$ cat config.mk
export PLATFORM = sky130hd
export DESIGN_NAME = uart_transmitter
export DESIGN_NICKNAME = d
export VERILOG_FILES = /design/src/rtl/uart_transmitter.sv
export SDC_FILE = /design/constraint.sdc
export NUM_CORES = 1
export LEC_CHECK = 0
export BUFFER_PORTS_ARGS = -buffer_cell sky130_fd_sc_hd__buf_2
export CORE_ASPECT_RATIO = 0.8
export CORE_UTILIZATION = 50
export DETAILED_ROUTE_END_ITERATION = 10
export PLACE_DENSITY = 0.81
export SYNTH_ARGS = -nofsm -noshare
export SYNTH_HDL_FRONTEND = slang
export SYNTH_SLANG_ARGS = --single-unit
$ cat constraint.sdc
create_clock -name clk -period 1.8 [get_ports clk]
set_input_delay 0.18 -clock clk [delete_from_list [all_inputs] [get_ports clk]]
set_output_delay 0.18 -clock clk [all_outputs]
set_load 0.03 [all_outputs]
$ cat src/rtl/uart_transmitter.sv
// ============================================================================
//  Module   : uart_transmitter
//  Purpose  : Length-prefixed UART framer: 4-bit length (MSB first), start,
//             data (LSB first), optional parity, stop; internal baud divider.
//  Revision : 1.0  initial release
// ============================================================================
`default_nettype none

module uart_transmitter #(
    parameter int DATA_LENGTH = 8,
    parameter int PARITY_EN   = 1,
    parameter int CLK_PER_BIT = 10
) (
    input  logic                   clk,
    input  logic                   rst,
    input  logic                   tx_start,
    input  logic                   parity_type,
    input  logic [DATA_LENGTH-1:0] parallel_datain,
    output logic                   serialdata_out,
    output logic                   tx_done
);

    localparam int c_CNT_W = (CLK_PER_BIT > 1) ? $clog2(CLK_PER_BIT) : 1;
    localparam int c_IDX_W = $clog2((DATA_LENGTH > 4) ? DATA_LENGTH : 4);

    localparam logic [c_CNT_W-1:0] c_CNT_LAST = c_CNT_W'(CLK_PER_BIT - 1);
    localparam logic [c_IDX_W-1:0] c_IDX_LAST = c_IDX_W'(DATA_LENGTH - 1);
    localparam logic [c_IDX_W-1:0] c_IDX_LEN  = c_IDX_W'(3);
    localparam logic [3:0]         c_LEN      = 4'(DATA_LENGTH + PARITY_EN + 2);

    localparam logic [2:0] c_ST_IDLE   = 3'd0;
    localparam logic [2:0] c_ST_LEN    = 3'd1;
    localparam logic [2:0] c_ST_START  = 3'd2;
    localparam logic [2:0] c_ST_DATA   = 3'd3;
    localparam logic [2:0] c_ST_PARITY = 3'd4;
    localparam logic [2:0] c_ST_STOP   = 3'd5;

    logic [2:0]             r_state,      w_state_nxt;
    logic [c_CNT_W-1:0]     r_baud_cnt,   w_baud_cnt_nxt;
    logic [c_IDX_W-1:0]     r_bit_idx,    w_bit_idx_nxt;
    logic [DATA_LENGTH-1:0] r_shift,      w_shift_nxt;
    logic [3:0]             r_len,        w_len_nxt;
    logic                   r_parity_bit, w_parity_bit_nxt;
    logic                   r_serial,     w_serial_nxt;
    logic                   r_tx_done,    w_tx_done_nxt;

    logic                   w_bit_end;
    logic [c_IDX_W-1:0]     w_idx_dec;
    logic [c_IDX_W-1:0]     w_idx_inc;
    logic [DATA_LENGTH-1:0] w_shift_dec;

    assign w_bit_end   = (r_baud_cnt == c_CNT_LAST);
    assign w_idx_dec   = r_bit_idx - c_IDX_W'(1);
    assign w_idx_inc   = r_bit_idx + c_IDX_W'(1);
    assign w_shift_dec = r_shift >> 1;

    always_ff @(posedge clk or negedge rst) begin
        if (!rst) begin
            r_state      <= c_ST_IDLE;
            r_baud_cnt   <= '0;
            r_bit_idx    <= '0;
            r_shift      <= '0;
            r_len        <= '0;
            r_parity_bit <= 1'b0;
            r_serial     <= 1'b1;
            r_tx_done    <= 1'b1;
        end else begin
            r_state      <= w_state_nxt;
            r_baud_cnt   <= w_baud_cnt_nxt;
            r_bit_idx    <= w_bit_idx_nxt;
            r_shift      <= w_shift_nxt;
            r_len        <= w_len_nxt;
            r_parity_bit <= w_parity_bit_nxt;
            r_serial     <= w_serial_nxt;
            r_tx_done    <= w_tx_done_nxt;
        end
    end

    // Every next-state path also computes the next line level, so the serial
    // output is a plain flop and each bit starts exactly on a baud boundary.
    always_comb begin
        w_state_nxt      = r_state;
        w_baud_cnt_nxt   = w_bit_end ? '0 : (r_baud_cnt + c_CNT_W'(1));
        w_bit_idx_nxt    = r_bit_idx;
        w_shift_nxt      = r_shift;
        w_len_nxt        = r_len;
        w_parity_bit_nxt = r_parity_bit;
        w_serial_nxt     = r_serial;
        w_tx_done_nxt    = r_tx_done;

        case (r_state)
            c_ST_IDLE: begin
                w_baud_cnt_nxt = '0;
                w_serial_nxt   = 1'b1;
                w_tx_done_nxt  = 1'b1;
                if (tx_start) begin
                    w_state_nxt      = c_ST_LEN;
                    w_shift_nxt      = parallel_datain;
                    w_len_nxt        = c_LEN;
                    w_parity_bit_nxt = (^parallel_datain) ^ parity_type;
                    w_bit_idx_nxt    = c_IDX_LEN;
                    w_serial_nxt     = c_LEN[3];
                    w_tx_done_nxt    = 1'b0;
                end
            end

            c_ST_LEN: begin
                if (w_bit_end) begin
                    if (r_bit_idx == '0) begin
                        w_state_nxt  = c_ST_START;
                        w_serial_nxt = 1'b0;
                    end else begin
                        w_bit_idx_nxt = w_idx_dec;
                        w_serial_nxt  = r_len[w_idx_dec[1:0]];
                    end
                end
            end

            c_ST_START: begin
                if (w_bit_end) begin
                    w_state_nxt   = c_ST_DATA;
                    w_bit_idx_nxt = '0;
                    w_serial_nxt  = r_shift[0];
                end
            end

            c_ST_DATA: begin
                if (w_bit_end) begin
                    if (r_bit_idx == c_IDX_LAST) begin
                        if (PARITY_EN != 0) begin
                            w_state_nxt  = c_ST_PARITY;
                            w_serial_nxt = r_parity_bit;
                        end else begin
                            w_state_nxt  = c_ST_STOP;
                            w_serial_nxt = 1'b1;
                        end
                    end else begin
                        w_bit_idx_nxt = w_idx_inc;
                        w_shift_nxt   = w_shift_dec;
                        w_serial_nxt  = w_shift_dec[0];
                    end
                end
            end

            c_ST_PARITY: begin
                if (w_bit_end) begin
                    w_state_nxt  = c_ST_STOP;
                    w_serial_nxt = 1'b1;
                end
            end

            c_ST_STOP: begin
                w_serial_nxt = 1'b1;
                if (w_bit_end) begin
                    w_state_nxt   = c_ST_IDLE;
                    w_tx_done_nxt = 1'b1;
                end
            end

            default: begin
                w_state_nxt    = c_ST_IDLE;
                w_baud_cnt_nxt = '0;
                w_serial_nxt   = 1'b1;
                w_tx_done_nxt  = 1'b1;
            end
        endcase
    end

    assign serialdata_out = r_serial;
    assign tx_done        = r_tx_done;

endmodule

`default_nettype wire

# After elaboration in Yosys (flattened, before gate mapping)
# Index checks and enable logic that the tools add are counted.
# op_classes
n_reduce_logical	13
eq_ne	17
order_cmp	1
add_sub_neg	3
bitwise_logic	2
mux	32
# op_table
op	n
3-bit two-way mux	13
8-bit two-way mux	3
2-bit != test, second input constant	10
3-bit case mux with 6 select lines	1
8-bit case mux with 2 select lines	1
3-bit case mux with 4 select lines	1
3-bit equality test, second input constant	3
1-bit two-way mux	8
4-bit two-way mux	2
4-bit AND reduction	2
8-bit AND reduction	1
8-bit parity	1
7-bit AND reduction	1
3-bit by 2-bit equality test with 1-bit output, second input constant	2
3-bit zero test	2
5-bit OR reduction	1
4-bit by 1-bit adder with 4-bit output, second input constant	1
4-bit equality test, second input constant	1
1-bit case mux with 4 select lines	1
2-bit AND reduction	2
4-bit nonzero test	1
4-bit OR reduction	1
3-bit by 1-bit adder with 3-bit output, second input constant	1
3-bit by 1-bit equality test with 1-bit output, second input constant	1
7 further kinds	7
# totals
input_bits	12
regBits	22
output_inout_bits	2
word_cells	76

# Depth between registers and ports, before layout
# depth
word_depth	6
mapped_depth	7
depth_no_buf	6

# Worst setup path before layout
# No wires, ideal clock.
# synth_timing
kind	register to register
startpoint	register r_bit_idx[0]
endpoint	register r_shift[0]
n_path_buf	0
setup_time_ps	125
t_arrival_ps	1704
stages_incl_launch_ff	6
required_ps	1675
setup_slack_ps	-29
cell_sequence	dfrtp_1 ha_1 ha_1 nand4b_1 a21oi_2 mux2_2
# synth_via
elab_chain_len	3
# synth_rtl
element	line	text
from (decl)	40	logic [c_IDX_W-1:0] r_bit_idx, w_bit_idx_nxt;
from (signal assigned)	70	r_bit_idx <= w_bit_idx_nxt;
3-bit equality test	129	if (r_bit_idx == c_IDX_LAST) begin
2-bit != test (no source line)	-	
4-bit AND reduction (no source line)	-	
to (signal assigned)	71	r_shift <= w_shift_nxt;
to (decl)	41	logic [DATA_LENGTH-1:0] r_shift, w_shift_nxt;
# Every way passes these cells.
# A chain may end at the register's enable or synchronous reset.

# Worst setup path after layout
# layout_timing
startpoint	register r_baud_cnt[1]
endpoint	register r_shift[0]
# layout_via
elab_chain_len	3
# layout_rtl
element	line	text
from (decl)	39	logic [c_CNT_W-1:0] r_baud_cnt, w_baud_cnt_nxt;
from (signal assigned)	69	r_baud_cnt <= w_baud_cnt_nxt;
4-bit equality test	52	assign w_bit_end = (r_baud_cnt == c_CNT_LAST);
2-bit != test (no source line)	-	
4-bit AND reduction (no source line)	-	
# Every way passes these cells.

==> results.txt <==
Summed over all instances, the cell type with the most area after synthesis is sky130_fd_sc_hd__dfrtp_1. The final hold violation count was 0. Counting I/O delays and the setup requirement, the final critical path takes around 1.8 ns. The post-route non-filler standard cell count is 200.

Pin placement for this block handled 14 I/O pins. The number of max-slew violations in the final report was 0. After the last flow step, the layout net total stands at approximately 180. The HPWL after detailed placement is between 2000 and 2500 µm. The number of unique standard cell types used by synthesis came out at 43.

The arrival time of the worst setup path is approximately 2.0 ns. The overall fraction of global-route tracks in use is between 20% and 30%. On the worst path, the slowest cell contributes a delay of approximately 0.40 ns. The finished cells cover 1772 µm². The overflow left after global routing is 0. Once the floorplan was initialized, standard cells occupied 54.97% of the core. The largest net degree at the start of global routing came out at 23. Grouping stages by cell kind, the critical path spends the most delay in simple AND/OR/NAND/NOR gates. The worst setup path is captured at a flop. Summed over all layers, the routed wires come to roughly 3300 µm. Summing the sequential cell areas from Yosys gives between 30% and 40% of the chip area. In this run the worst path has a maximum fanout of 8. The mean instance size in the synthesized netlist came out at 10.51 µm².

The clock edge transition at the registers on the reported setup and hold paths came out at between 0.1 and 0.15 ns. The worst max-slew margin expressed relative to the limit came out at 64.79%. The total of max-cap violations is 0. The most common flop cell mapped by yosys is sky130_fd_sc_hd__dfrtp_1. The run finished, with violations left. The detailed-router iteration count before antenna repair came out at 4. The number of clock buffers inserted by TritonCTS came out at 3. The later pin in the worst-skew pair is clocked with a latency of roughly 0.32 ns. The floorplan step set the die height to approximately 49 µm. The path category of the worst min-delay check is primary input to flop. The tree is rooted in a sky130_fd_sc_hd__clkbuf_4. The critical path is of the flop to flop type.

The average wire length per cell after detail routing came out at between 15 and 20 µm. The top-area cell type share of the netlist area came out at between 30 and 40%. The worst setup path is launched from a flop. The clock net sink count is 22. The setup slack of the critical path after layout is -0.01202 ns. The total instance count after detailed placement is 193. The placer's final routability congestion estimate is roughly 0.85. The number of endpoints failing setup at the final stage came out at 3. The checks that failed: setup timing. The required time at the worst-slack endpoint is roughly 2 ns. The remaining number of nets flagged by the antenna check after routing is 0. The floorplan die width came out at just over 60 µm. The number of antenna cells inserted is 0. The synthesized design contains 0 enable-type register cells. The number of buffers on the longest clock path came out at 2. The quantity of I/O buffers inserted on ports is 13.

The overall power consumption is 2.801 mW. The violation count after the first detailed-routing iteration came out at 44. Together, buffers and inverters on the worst path number 2. Final hold analysis gives a worst-case slack of 0.1124 ns. The fraction of registers with async set or reset after synthesis is between 90% and 100%.

Between clock sinks in the finished design, the worst skew comes to about 0.0055 ns. The routed via count came out at between 1,000 and 1,500. Fill cells in the final layout number between 150 and 200. The ratio of final minimum period to clock period is 100.7%. The number of vias per cell is 5.710. Yosys printed 0 warnings. The post-route netlist has roughly 43% of its cells at a drive strength greater than 1. The worst voltage drop across the vdd grid is roughly 0.89 mV.

The wire length of the first global-routing pass came out at just over 5000 µm. The number of antenna violations at the first check in global routing came out at 0. The total core area came out at between 2000 and 3000 µm². The die covers between 3000 and 4000 µm². The summed instance area of the synthesized netlist is roughly 1400 µm². The gate count after technology mapping came out at about 130. Relative to the synthesized area, the layout overhead comes to 26.77%. The power density of the placed cells came out at 1581 nW/µm².

Setup repair after global routing could not meet its margin everywhere. In this run the number of H-tree levels came out at 1. The number of nets handed over by synthesis was 151. The flip-flop and latch count after synthesis came out at 22. TritonCTS built the clock tree. The number of DRC violations after detailed routing came out at 0. In this run the cell area measured after placement is around 1600 µm². The transition time at the pin with the least slew margin came out at between 0.5 and 0.6 ns. Ranked by total cell area, the synthesized netlist is headed by sky130_fd_sc_hd__dfrtp_1, sky130_fd_sc_hd__mux2_2, sky130_fd_sc_hd__ha_1. Walking the worst path, the cells encountered are inv_1, ha_2, and3b_2, nand4b_1, a21oi_4, buf_12, mux2_4. The analysis attributes to cell leakage a power of slightly above 0.8 nW. The number of global-route vias before repair came to roughly 1,100. The achievable clock frequency is 551.9 MHz. Among all stages on the critical path, the largest delay is contributed by sky130_fd_sc_hd__dfrtp_1. The row count is 16.
## sequential cells by signal, summed over array words and instances (netlist names)
register        flops
tx_done             1
r_len               1
r_state             3
serialdata_out      1
r_bit_idx           3
r_shift             8
r_baud_cnt          4
r_parity_bit        1
## worst paths after layout
check / startpoint / end / slack, ns / depth (start not counted)
max: r_baud_cnt[1]$_DFF_PN0_ / r_shift[0]$_DFFE_PN0P_ / -0.01 / 7
min in group asynchronous: rst / r_len[0]$_DFFE_PN0P_ / 0.34 / 2
max reg2reg: r_baud_cnt[1]$_DFF_PN0_ / r_shift[0]$_DFFE_PN0P_ / -0.01 / 7
min: parallel_datain[7] / r_shift[7]$_DFFE_PN0P_ / 0.11 / 3
max in group asynchronous: rst / r_state[0]$_DFFE_PN0P_ / 1.10 / 2
min reg2reg: tx_done$_DFFE_PN1P_ / tx_done$_DFFE_PN1P_ / 0.47 / 2
## placed cells by master (no fill, tap or decap), types with 2 or more instances in the layout
cell type | netlist | routed
sky130_fd_sc_hd__dfrtp_1 | 20 | 19
sky130_fd_sc_hd__buf_4 | 2 | 17
sky130_fd_sc_hd__nor2_1 | 13 | 13
sky130_fd_sc_hd__buf_2 | 2 | 13
sky130_fd_sc_hd__mux2_2 | 17 | 10
sky130_fd_sc_hd__inv_1 | 8 | 8
sky130_fd_sc_hd__xnor2_1 | 8 | 8
sky130_fd_sc_hd__mux2_4 | 0 | 7
sky130_fd_sc_hd__nand3_1 | 5 | 5
sky130_fd_sc_hd__nand2_1 | 5 | 5
sky130_fd_sc_hd__nor3_1 | 4 | 4
sky130_fd_sc_hd__xor2_1 | 3 | 3
sky130_fd_sc_hd__ha_1 | 6 | 3
sky130_fd_sc_hd__clkbuf_4 | 0 | 3
sky130_fd_sc_hd__nand3b_1 | 2 | 2
sky130_fd_sc_hd__nand2b_1 | 2 | 2
sky130_fd_sc_hd__o2bb2ai_1 | 2 | 2
sky130_fd_sc_hd__mux2i_1 | 2 | 2
sky130_fd_sc_hd__a21oi_1 | 2 | 2
sky130_fd_sc_hd__a31oi_2 | 0 | 2
sky130_fd_sc_hd__ha_2 | 0 | 2
sky130_fd_sc_hd__dfstp_2 | 2 | 2
## worst register-to-register path: stages, from the launching register on
cell and delay, ns:
sky130_fd_sc_hd__dfrtp_1 0.40, sky130_fd_sc_hd__inv_1 0.06, sky130_fd_sc_hd__ha_2 0.16, sky130_fd_sc_hd__and3b_2 0.24
sky130_fd_sc_hd__nand4b_1 0.18, sky130_fd_sc_hd__a21oi_4 0.21, sky130_fd_sc_hd__buf_12 0.15, sky130_fd_sc_hd__mux2_4 0.31
## logic make-up after synthesis
group,count (synthesis),synth area share [%]
XOR/XNOR,12,8.505
multiplexers,19,15.13
adder cells (fa/ha/maj),6,5.371
AO/OA/AOI/OAI,18,9.760
AND/OR/NAND/NOR,43,16.92
flip-flops,22,39.57
buffers and inverters,13,4.745
## stage by stage
step                      setup slack, ns  setup TNS (ns)  util (%)
after floorplan                  0.004837               0         -
final                            -0.01202        -0.01593     69.69
after CTS                         0.02271               0     66.68
after detailed placement         -0.05854         -0.3416     62.99
after global placement          -0.004836        -0.02814     62.99
after global routing             -0.07420         -0.5397     69.69
## synthesized netlist by cell type (3+ instances only)
cell / n
sky130_fd_sc_hd__dfrtp_1: 20
sky130_fd_sc_hd__nor2_1: 13
sky130_fd_sc_hd__nand2_1: 5
sky130_fd_sc_hd__a31oi_1: 3
sky130_fd_sc_hd__nand3_1: 5
sky130_fd_sc_hd__mux2_2: 17
sky130_fd_sc_hd__nor3_1: 4
sky130_fd_sc_hd__xor2_1: 3
sky130_fd_sc_hd__inv_1: 8
sky130_fd_sc_hd__xnor2_1: 8
sky130_fd_sc_hd__ha_1: 6
## metal layers
layer / vias to the layer above / GRT usage (%) / part of all wire [%]
met5: - / 0 / 0
met4: 0 / 9.091 / 2.3
met3: 9 / 7.427 / 6.3
met2: 36 / 37.14 / 51
met1: 561 / 28.38 / 40
li1: 536 / - / -
## layout make-up
type / instances / area [µm²] / area share [%]
clock buffers: 3 / 22.52 / 1.271
clock inverters: 1 / 30.03 / 1.695
multi-input cells: 98 / 867.1 / 48.94
repair buffers: 32 / 222.7 / 12.57
inverters: 8 / 30.03 / 1.695
well taps: 36 / 45.04 / 2.542
flip-flops and latches: 22 / 554.3 / 31.29
## report_power, final
| group | internal, mW | switching (mW) | leakage, nW |
|---|---|---|---|
| clock network | 0.226 | 0.162 | 0.0279 |
| registers | 0.718 | 0.184 | 0.258 |
| logic | 0.831 | 0.682 | 0.526 |
## repair_timing
| action | 4_1_cts | 5_1_grt |
|---|---|---|
| setup endpoints to repair | 9 | 10 |
| endpoints found under the hold margin | 20 | 0 |
| gates cloned | 0 | 0 |
| buffers inserted | 1 | 1 |
| resized for setup | 5 | 13 |
| hold buffers | 1 | 0 |
| pin swaps | 2 | 1 |
No activity file was read; power rests on OpenSTA's default activity.
